[config.mk]
export PLATFORM = sky130hd
export DESIGN_NAME = fifo_rptr_empty
export DESIGN_NICKNAME = d
export VERILOG_FILES = /design/src/rtl/fifo_pkg.sv /design/src/rtl/sync_w2r.sv /design/src/rtl/fifo_rptr_empty.sv
export SDC_FILE = /design/constraint.sdc
export NUM_CORES = 1
export LEC_CHECK = 0
export CAP_MARGIN = 20
export CORE_ASPECT_RATIO = 1.25
export CORE_MARGIN = 4
export CORE_UTILIZATION = 35
export CTS_CLUSTER_SIZE = 28
export DETAILED_ROUTE_END_ITERATION = 10
export SLEW_MARGIN = 20
export SYNTH_ARGS = -nofsm -noshare
export SYNTH_HDL_FRONTEND = slang
export SYNTH_SLANG_ARGS = --single-unit
[constraint.sdc]
create_clock -name rclk -period 7.3 [get_ports rclk]
set_input_delay 1.46 -clock rclk [delete_from_list [all_inputs] [get_ports rclk]]
set_output_delay 1.46 -clock rclk [all_outputs]
set_load 0.01 [all_outputs]
[src/rtl/fifo_pkg.sv]
`default_nettype none
// ============================================================================
//  Module   : fifo_pkg
//  Brief    : Shared async-FIFO helpers (Gray/binary conversion, defaults)
//  Revision : 1.0 - initial release
// ============================================================================
package fifo_pkg;

    localparam int c_ADDRSIZE   = 4;
    // Conversion helpers work on a wide vector; callers size-cast in and out.
    localparam int c_GRAY_MAX_W = 32;

    function automatic logic [c_GRAY_MAX_W-1:0] bin2gray(input logic [c_GRAY_MAX_W-1:0] b);
        return b ^ (b >> 1);
    endfunction

    // Zero upper bits decode to zero, so any narrower pointer converts correctly.
    function automatic logic [c_GRAY_MAX_W-1:0] gray2bin(input logic [c_GRAY_MAX_W-1:0] g);
        logic [c_GRAY_MAX_W-1:0] b;
        b[c_GRAY_MAX_W-1] = g[c_GRAY_MAX_W-1];
        for (int i = c_GRAY_MAX_W - 2; i >= 0; i--) begin
            b[i] = b[i+1] ^ g[i];
        end
        return b;
    endfunction

endpackage
`default_nettype wire

[src/rtl/sync_w2r.sv]
`default_nettype none
// ============================================================================
//  Module   : sync_w2r
//  Brief    : Two-flop synchronizer bringing the Gray write pointer into rclk
//  Revision : 1.0 - initial release
// ============================================================================
module sync_w2r
    import fifo_pkg::*;
#(
    parameter int ADDRSIZE = c_ADDRSIZE
) (
    input  logic              rclk,
    input  logic              rrst,
    input  logic [ADDRSIZE:0] wptr,
    output logic [ADDRSIZE:0] rq2_wptr
);

    logic [ADDRSIZE:0] r_q1_wptr;

    always_ff @(posedge rclk) begin
        if (rrst) begin
            r_q1_wptr <= '0;
            rq2_wptr  <= '0;
        end else begin
            r_q1_wptr <= wptr;
            rq2_wptr  <= r_q1_wptr;
        end
    end

endmodule
`default_nettype wire

[src/rtl/fifo_rptr_empty.sv]
`default_nettype none
// ============================================================================
//  Module   : fifo_rptr_empty
//  Brief    : Async-FIFO read pointer, empty/almost-empty, level and underflow
//  Revision : 1.0 - initial release
// ============================================================================
module fifo_rptr_empty
    import fifo_pkg::*;
#(
    parameter int ADDRSIZE      = c_ADDRSIZE,
    parameter int AEMPTY_THRESH = 2
) (
    input  logic                rclk,
    input  logic                rrst,
    input  logic                rinc,
    input  logic [ADDRSIZE:0]   wptr,
    output logic [ADDRSIZE:0]   rptr,
    output logic [ADDRSIZE-1:0] raddr,
    output logic                rempty,
    output logic                raempty,
    output logic [ADDRSIZE:0]   rlevel,
    output logic                runderflow
);

    localparam int                c_PTR_W         = ADDRSIZE + 1;
    localparam logic [ADDRSIZE:0] c_AEMPTY_THRESH = c_PTR_W'(AEMPTY_THRESH);

    logic [ADDRSIZE:0] r_bin;
    logic [ADDRSIZE:0] w_rq2_wptr;
    logic [ADDRSIZE:0] w_wq2_bin;
    logic [ADDRSIZE:0] w_bin_next;
    logic [ADDRSIZE:0] w_gray_next;
    logic [ADDRSIZE:0] w_level_next;
    logic              w_rd_en;
    logic              w_aempty_next;

    sync_w2r #(
        .ADDRSIZE (ADDRSIZE)
    ) u_sync_w2r (
        .rclk     (rclk),
        .rrst     (rrst),
        .wptr     (wptr),
        .rq2_wptr (w_rq2_wptr)
    );

    always_comb begin
        w_rd_en       = rinc & ~rempty;
        w_bin_next    = r_bin + {{ADDRSIZE{1'b0}}, w_rd_en};
        w_gray_next   = c_PTR_W'(bin2gray(c_GRAY_MAX_W'(w_bin_next)));
        w_wq2_bin     = c_PTR_W'(gray2bin(c_GRAY_MAX_W'(w_rq2_wptr)));
        // Modulo subtraction keeps the level right across pointer wrap.
        w_level_next  = w_wq2_bin - w_bin_next;
        w_aempty_next = (w_level_next <= c_AEMPTY_THRESH);
    end

    always_ff @(posedge rclk) begin
        if (rrst) begin
            r_bin      <= '0;
            rptr       <= '0;
            rempty     <= 1'b1;
            raempty    <= 1'b1;
            rlevel     <= '0;
            runderflow <= 1'b0;
        end else begin
            r_bin      <= w_bin_next;
            rptr       <= w_gray_next;
            // Full-width compare including the wrap bit; a write still in the
            // synchronizer keeps the flag pessimistically set.
            rempty     <= (w_gray_next == w_rq2_wptr);
            raempty    <= w_aempty_next;
            rlevel     <= w_level_next;
            runderflow <= runderflow | (rinc & rempty);
        end
    end

    assign raddr = r_bin[ADDRSIZE-1:0];

endmodule
`default_nettype wire

==> key figures, run 1 <==
Clock tree
  – PostCTS Resize Cnt: 0
  – H-tree depth: 1
  – Clock Tree Buf Depth: 2
  – Clock latency at the later pin of the worst-skew pair: 0.27 ns
  – Root buf cell: clkbuf_8
  – Clk slew on worst S/H paths: 0.10 ns
  – Num CTS Buffers: 3
  – Clock Sinks: 27
  – CTS tree: yes
  – Post-CTS Hold Buffers: 0
  – Post-CTS Setup Repair Bufs: 0

Global routing
  – Total grt overflow: 0
  – Tot GR Track Use: 10.60%
  – Vias in the first global route: 827
  – Largest net degree at the start of global routing: 27
  – First-pass GRT wire length: 3477 um
  – Initial antenna violation count: 0

Routing
  – Routed via count: 808
  – Post-route ant nets: 0
  – Vias per cell: 4.698
  – Pre-antenna DRT Iters: 4
  – DRT iter0 DRCs: 8
  – WL per Instance: 12.26 um
  – Drc violations: 0
  – Routed WL: 2109 um

Outcome
  – Status: complete, no violations

STA
  – Period utilization: 57.08%
  – Final Skew: 0.003596 ns
  – Fin crit period: 4.167 ns
  – Rel. slew slack: 39.44%
  – Slew @ Worst Pin: 0.9055 ns
  – TNS Setup: 0 ns
  – F_max: 0.2400 GHz
  – Pins Over Slew Limit: 0
  – Setup violations, final: 0
  – Unrepaired setup endpoints after global routing: no
  – Final Hold Violating Endpoints: 0

Setup path
  – Critical Path AT: 4.35 ns
  – CP max FO: 5
  – CP endpoint kind: flop
  – Worst path required time: 7.48 ns
  – Most used cell, CP: xor2_1
  – CP max-delay cell: clkdlybuf4s50_1
  – Cell family with most CP delay: adder cells
  – Crit path kind: input pin to flop
  – Delay of the slowest critical-path stage: 0.47 ns
  – R2r setup slk: 4.17 ns
  – Crit path buffers/inverters: 2
  – Worst r2r dst: raempty$_SDFF_PP1_
  – Crit Reg-Reg Startpoint: u_sync_w2r.rq2_wptr[4]$_SDFF_PP0_
  – Crit path cell chain: clkdlybuf4s50_1, nor2b_1, ha_1, xor2_1, inv_1, fa_1, and2_1, a221o_1, xor2_1, a2111oi_2
  – R2R depth: 10
  – Startpoint types: input pin

Place
  – Placed instance count: 168
  – PortBufs: 24
  – Routability Congestion: 0.7351
  – DP HPWL: 1586 um

Floorplanning
  – Core Region: 3252 um^2
  – Die H: 73.40 um
  – Die ar.: 4427 um^2
  – Initial Util: 36.82%
  – Die X-Extent: 60.32 um
  – I/O Pins: 25
  – FP Rows: 23

Logic synthesis
  – Syn. warnings: 0
  – Cells after Synth: 112
  – Mean Syn Cell Area: 10.69 um^2
  – Mapped Area: 1197 um^2
  – Mapped Nets: 127
  – Seq/Total Area, Yosys: 45.14%
  – Distinct cell type count after synthesis: 32
  – #FFs+latches synth: 27

Cells and area
  – Post-Layout Cell Count: 172
  – Layout area overhead: 25.71%
  – Antenna diodes: 0
  – Share of cells above drive strength 1: 5.926%
  – Fillers: 317
  – Final net count: 151

Pwr
  – Power per standard cell area: 217.9 nW/um^2
  – Cell leakage power: 0.6030 nW
  – Worst vdd ir: 0.0001545 V

Run
  – Max Cap Viol: 0

Min path
  – Worst hold path type: flop to flop
  – Hold Crit Start: u_sync_w2r.r_q1_wptr[2]$_SDFF_PP0_
  – Hold depth: 1
  – Hold Path End: u_sync_w2r.rq2_wptr[2]$_SDFF_PP0_
[layout by cell type (no fill, tap or decap)]
cell type,instances
nor2_1,11
nor3_1,1
xnor2_2,1
mux2i_1,1
or2_2,1
nand3b_1,1
a41o_1,1
a221o_1,1
a21boi_0,1
a21oi_1,1
xnor2_1,8
xnor3_1,1
nor3b_1,1
nor2b_1,15
o2bb2ai_1,1
nand2_1,1
xor2_1,10
inv_1,4
nand4b_1,1
o211ai_1,1
a2111oi_2,1
o211a_1,1
and2_1,4
ha_1,6
clkbuf_8,3
nand3_1,2
clkinvlp_4,1
clkdlybuf4s50_1,24
xor3_2,1
dfxtp_1,27
fa_1,1
o21ai_0,1
[flip-flops by register name, indices dropped and copies added, names as in the netlist]
signal and cells:
rlevel 5, runderflow 1, r_bin 4, u_sync_w2r.r_q1_wptr 5
rptr 5, raempty 1, u_sync_w2r.rq2_wptr 5, rempty 1
[layout make-up]
cell class	instances	area [um^2]	area share, %
clock buffer	3	41.29	2.743
clock inverter	1	7.507	0.4988
inverter	4	15.01	0.9975
multi-input combinational	76	614.3	40.81
sequential	27	540.5	35.91
tap	37	46.29	3.076
timing repair buffer	24	240.2	15.96
[worst max-delay path by stage]
stage	from	to	slack (ns)	cells after the start
2_1_floorplan	rinc	raempty$_SDFF_PP1_	3.54	9
3_3_place_gp	rinc	raempty$_SDFF_PP1_	2.93	10
3_5_place_dp	rinc	raempty$_SDFF_PP1_	2.87	10
4_1_cts	rinc	raempty$_SDFF_PP1_	3.13	10
5_1_grt	rinc	raempty$_SDFF_PP1_	2.93	10
6_report	rinc	raempty$_SDFF_PP1_	3.13	10
[report_power, final]
group / internal, mW / switching [mW]
registers: 0.160 / 0.00504
clock network: 0.0388 / 0.0484
logic: 0.0428 / 0.0330
total: 0.242 / 0.0864
[synth_stat cells]
cell,count,area [um^2]
dfxtp_1,27,540.5
nor2b_1,15,93.84
nor2_1,11,41.29
xor2_1,10,87.58
xnor2_1,8,70.07
ha_1,6,75.07
and2_1,4,25.02
inv_1,4,15.01
clkbuf_1,3,11.26
nand3_1,2,10.01
a2111oi_2,1,15.01
a21boi_0,1,7.510
a21oi_1,1,5.000
a221o_1,1,10.01
a41o_1,1,10.01
buf_2,1,5.000
buf_6,1,11.26
fa_1,1,20.02
mux2i_1,1,10.01
nand2_1,1,3.750
nand3b_1,1,7.510
nand4b_1,1,8.760
nor3_1,1,5.000
nor3b_1,1,7.510
o211a_1,1,10.01
o211ai_1,1,7.510
o21ai_0,1,5.000
o2bb2ai_1,1,8.760
or2_2,1,6.260
xnor2_2,1,16.27
xnor3_1,1,22.52
xor3_2,1,25.02
[kinds of logic (layout without fill, tap and decap cells)]
logic type | after synthesis | count (layout) | synth area share (%)
AO/OA/AOI/OAI | 9 | 9 | 6.583
XOR/XNOR | 21 | 21 | 18.50
adder cells (fa/ha/maj) | 7 | 7 | 7.941
buffers and inverters | 9 | 32 | 3.552
flip-flops | 27 | 27 | 45.14
multiplexers | 1 | 1 | 0.8360
AND/OR/NAND/NOR | 38 | 38 | 17.45
[layer usage]
metal | vias to the layer above | track usage, % | routed length (um)
li1 | 407 | - | -
met1 | 380 | 11.34 | 861
met2 | 16 | 18.99 | 1104
met3 | 5 | 2.460 | 98
met4 | 0 | 5.172 | 45
met5 | - | 0 | 0
[through the flow]
step           power, mW  worst slack [ns]  hold slack (ns)  cell area [um^2]  util (%)
2_1_floorplan     0.2125             3.541           0.4138              1197         -
3_3_place_gp      0.2439             2.930           0.4203              1456     44.79
3_5_place_dp      0.2445             2.873           0.4265              1456     44.79
4_1_cts           0.3331             3.125           0.4506              1505     46.29
5_1_grt           0.3476             2.929           0.4732              1505     46.29
6_report          0.3279             3.133           0.4449              1505     46.29
(Power assumes the default switching activity.)
==> inputs of run 2 (changes only) <==
==> constraint.sdc (replaced) <==
create_clock -name rclk -period 3.4 [get_ports rclk]
set_input_delay 0.68 -clock rclk [delete_from_list [all_inputs] [get_ports rclk]]
set_output_delay 0.68 -clock rclk [all_outputs]
set_load 0.01 [all_outputs]
==> key figures, run 2 (synthesized netlist as in run 1, its figures left out) <==
Setup path
  – CP endpoint kind: flop
  – Delay of the slowest critical-path stage: 0.48 ns (about the same)
  – CP max FO: 4 (-1)
  – Worst path required time: 3.56 ns (-3.92 ns)
  – Crit path kind: input pin to flop
  – CP max-delay cell: clkdlybuf4s50_1
  – Crit path cell chain: clkdlybuf4s50_1, nor2b_1, ha_1, buf_4, nand3_1, xor2_2, ha_1, and2_1, a221o_1, xor2_1, a2111oi_2
  – Most used cell, CP: ha_1
  – Cell family with most CP delay: compound AO/OA/AOI/OAI gates
  – Crit path buffers/inverters: 2 (unchanged)
  – Startpoint types: input pin
  – Critical Path AT: 3.33 ns (-1.02 ns)

Global routing
  – Total grt overflow: 0 (unchanged)
  – First-pass GRT wire length: 3608 um (+3.8%)
  – Vias in the first global route: 805 (-2.7%)
  – Initial antenna violation count: 0 (unchanged)
  – Largest net degree at the start of global routing: 20 (-26%)
  – Tot GR Track Use: 11.16% (+0.56 points)

Routing
  – Pre-antenna DRT Iters: 3 (-1)
  – Drc violations: 0 (unchanged)
  – WL per Instance: 11.80 um (-3.7%)
  – Routed WL: 2101 um (-0.38%)
  – Vias per cell: 4.449 (-5.3%)
  – Post-route ant nets: 0 (unchanged)
  – DRT iter0 DRCs: 12 (+4)
  – Routed via count: 792 (-2.0%)

Cells and area
  – Fin area: 1554 um^2 (+3.2%)
  – Commonest non-fill, non-tap cells in the layout: dfxtp_1, clkdlybuf4s50_1, nor2b_1
  – Final net count: 157 (+4.0%)
  – Antenna diodes: 0 (unchanged)
  – Final core utilization: 47.79% (+1.5 points)
  – Layout area overhead: 29.78%
  – Share of cells above drive strength 1: 9.929% (+4.0 points)
  – Commonest non-fill, non-tap cell in the layout: dfxtp_1

Clock tree
  – Clock Tree Buf Depth: 2 (unchanged)
  – Num CTS Buffers: 3 (unchanged)
  – Post-CTS Setup Repair Bufs: 0 (unchanged)
  – Clk slew on worst S/H paths: 0.08 ns (-0.02 ns)
  – Clock Sinks: 27 (unchanged)
  – CTS tree: yes
  – Post-CTS Hold Buffers: 0 (unchanged)
  – Root buf cell: clkbuf_8
  – Clock latency at the later pin of the worst-skew pair: 0.27 ns (about the same)
  – H-tree depth: 1 (unchanged)
  – PostCTS Resize Cnt: 0 (unchanged)

STA
  – Period utilization: 93.03%
  – Slew @ Worst Pin: 0.6943 ns (-0.2112 ns)
  – Setup violations, final: 0 (unchanged)
  – Pins Over Slew Limit: 0 (unchanged)
  – Unrepaired setup endpoints after global routing: no
  – F_max: 0.3162 GHz
  – Fin crit period: 3.163 ns
  – Final Skew: 0.004065 ns (+0.0004693 ns)
  – Final hold slack: 0.4417 ns (-0.003203 ns)
  – Rel. slew slack: 53.57% (+14 points)
  – Final Hold Violating Endpoints: 0 (unchanged)

Pwr
  – Worst vdd ir: 0.0002900 V (+88%)
  – Power per standard cell area: 452.6 nW/um^2 (+110%)
  – Cell leakage power: 0.6338 nW (+5.1%)

Place
  – PortBufs: 24 (unchanged)
  – Placed cell area: 1501 um^2 (+3.1%)
  – Routability Congestion: 0.7341 (-0.14%)
  – DP HPWL: 1584 um (-0.12%)

Run
  – Max Cap Viol: 0 (unchanged)

Min path
  – Worst hold path type: flop to flop

Floorplanning
  – I/O Pins: 25 (unchanged)
  – Die ar.: 4427 um^2 (unchanged)
  – Initial Util: 36.82% (unchanged)
  – FP Rows: 23 (unchanged)
  – Core Region: 3252 um^2 (unchanged)
  – Die X-Extent: 60.32 um (unchanged)
  – Die H: 73.40 um (unchanged)

Outcome
  – Status: complete, no violations
[run 2: changes by cell type in the layout (fill, tap and decap cells not counted), sizes merged]
cell	change
clkbuf	+1
clkinvlp	-1
buf	+6
[run 2: metal layers]
layer,share of wire [%],global-route usage [%],up-vias,wire length [um]
li1,-,-,419,-
met1,41,12.83,352,862
met2,52,18.75,16,1086
met3,4.7,2.636,5,98
met4,2.5,5.911,0,53
met5,0,0,-,0
[run 2: worst reg2reg max path, delay by kind of cell, from the launching register on]
family	cells	cell delay (ns)
and+or+nand+nor	1	0.15
AOI/OAI and AO/OA	2	0.65
adders and majority gates	2	0.56
buffers and inverters	1	0.06
xor gates and xnor gates	4	1.18
DFF	1	0.39
[run 2: report_power, final]
group          switching [mW]  total [mW]  internal (mW)
Clock                  0.0963       0.180         0.0840
Sequential             0.0111       0.354          0.343
Combinational          0.0719       0.168         0.0966
Total                   0.179       0.703          0.524
[run 2: layout make-up]
type,instances,area [um^2]
Clock buffer,4,45.04
Fill cell,326,1698
Inverter,4,15.01
Multi-Input combinational cell,76,621.8
Sequential cell,27,540.5
Tap cell,37,46.29
Timing Repair Buffer,30,285.3
[run 2: metrics by stage]
stage                     setup slack [ns]  setup TNS, ns  total power, mW  cells
after floorplan                     0.4210              0           0.4561    112
after global placement             0.01462              0           0.5306    174
after detailed placement          -0.03526       -0.03526           0.5310    174
after CTS                           0.1759              0           0.7107    178
after global routing               0.01664              0           0.7437    178
final                               0.2371              0           0.7033    178
[run 2: worst paths after layout]
path | start | endpoint | slack, ns | cells past startpoint
worst max-delay path | rinc | raempty$_SDFF_PP1_ | 0.24 | 11
worst min-delay path | u_sync_w2r.r_q1_wptr[2]$_SDFF_PP0_ | u_sync_w2r.rq2_wptr[2]$_SDFF_PP0_ | 0.44 | 1
worst max register to register | u_sync_w2r.rq2_wptr[4]$_SDFF_PP0_ | raempty$_SDFF_PP1_ | 0.30 | 10
worst min register to register | u_sync_w2r.r_q1_wptr[2]$_SDFF_PP0_ | u_sync_w2r.rq2_wptr[2]$_SDFF_PP0_ | 0.44 | 1
==> inputs of run 3 (changes only) <==
==> constraint.sdc (replaced) <==
create_clock -name rclk -period 3.4 [get_ports rclk]
set_input_delay 0.68 -clock rclk [delete_from_list [all_inputs] [get_ports rclk]]
set_output_delay 0.68 -clock rclk [all_outputs]
set_load 0.02 [all_outputs]
==> results of run 3 <==
The final DEF is identical to that of run 2. Status: complete, no violations.
Among the figures that moved: total power 0.7033 mW -> 0.7198 mW; worst IR drop on VDD 0.0002900 V -> 0.0002909 V
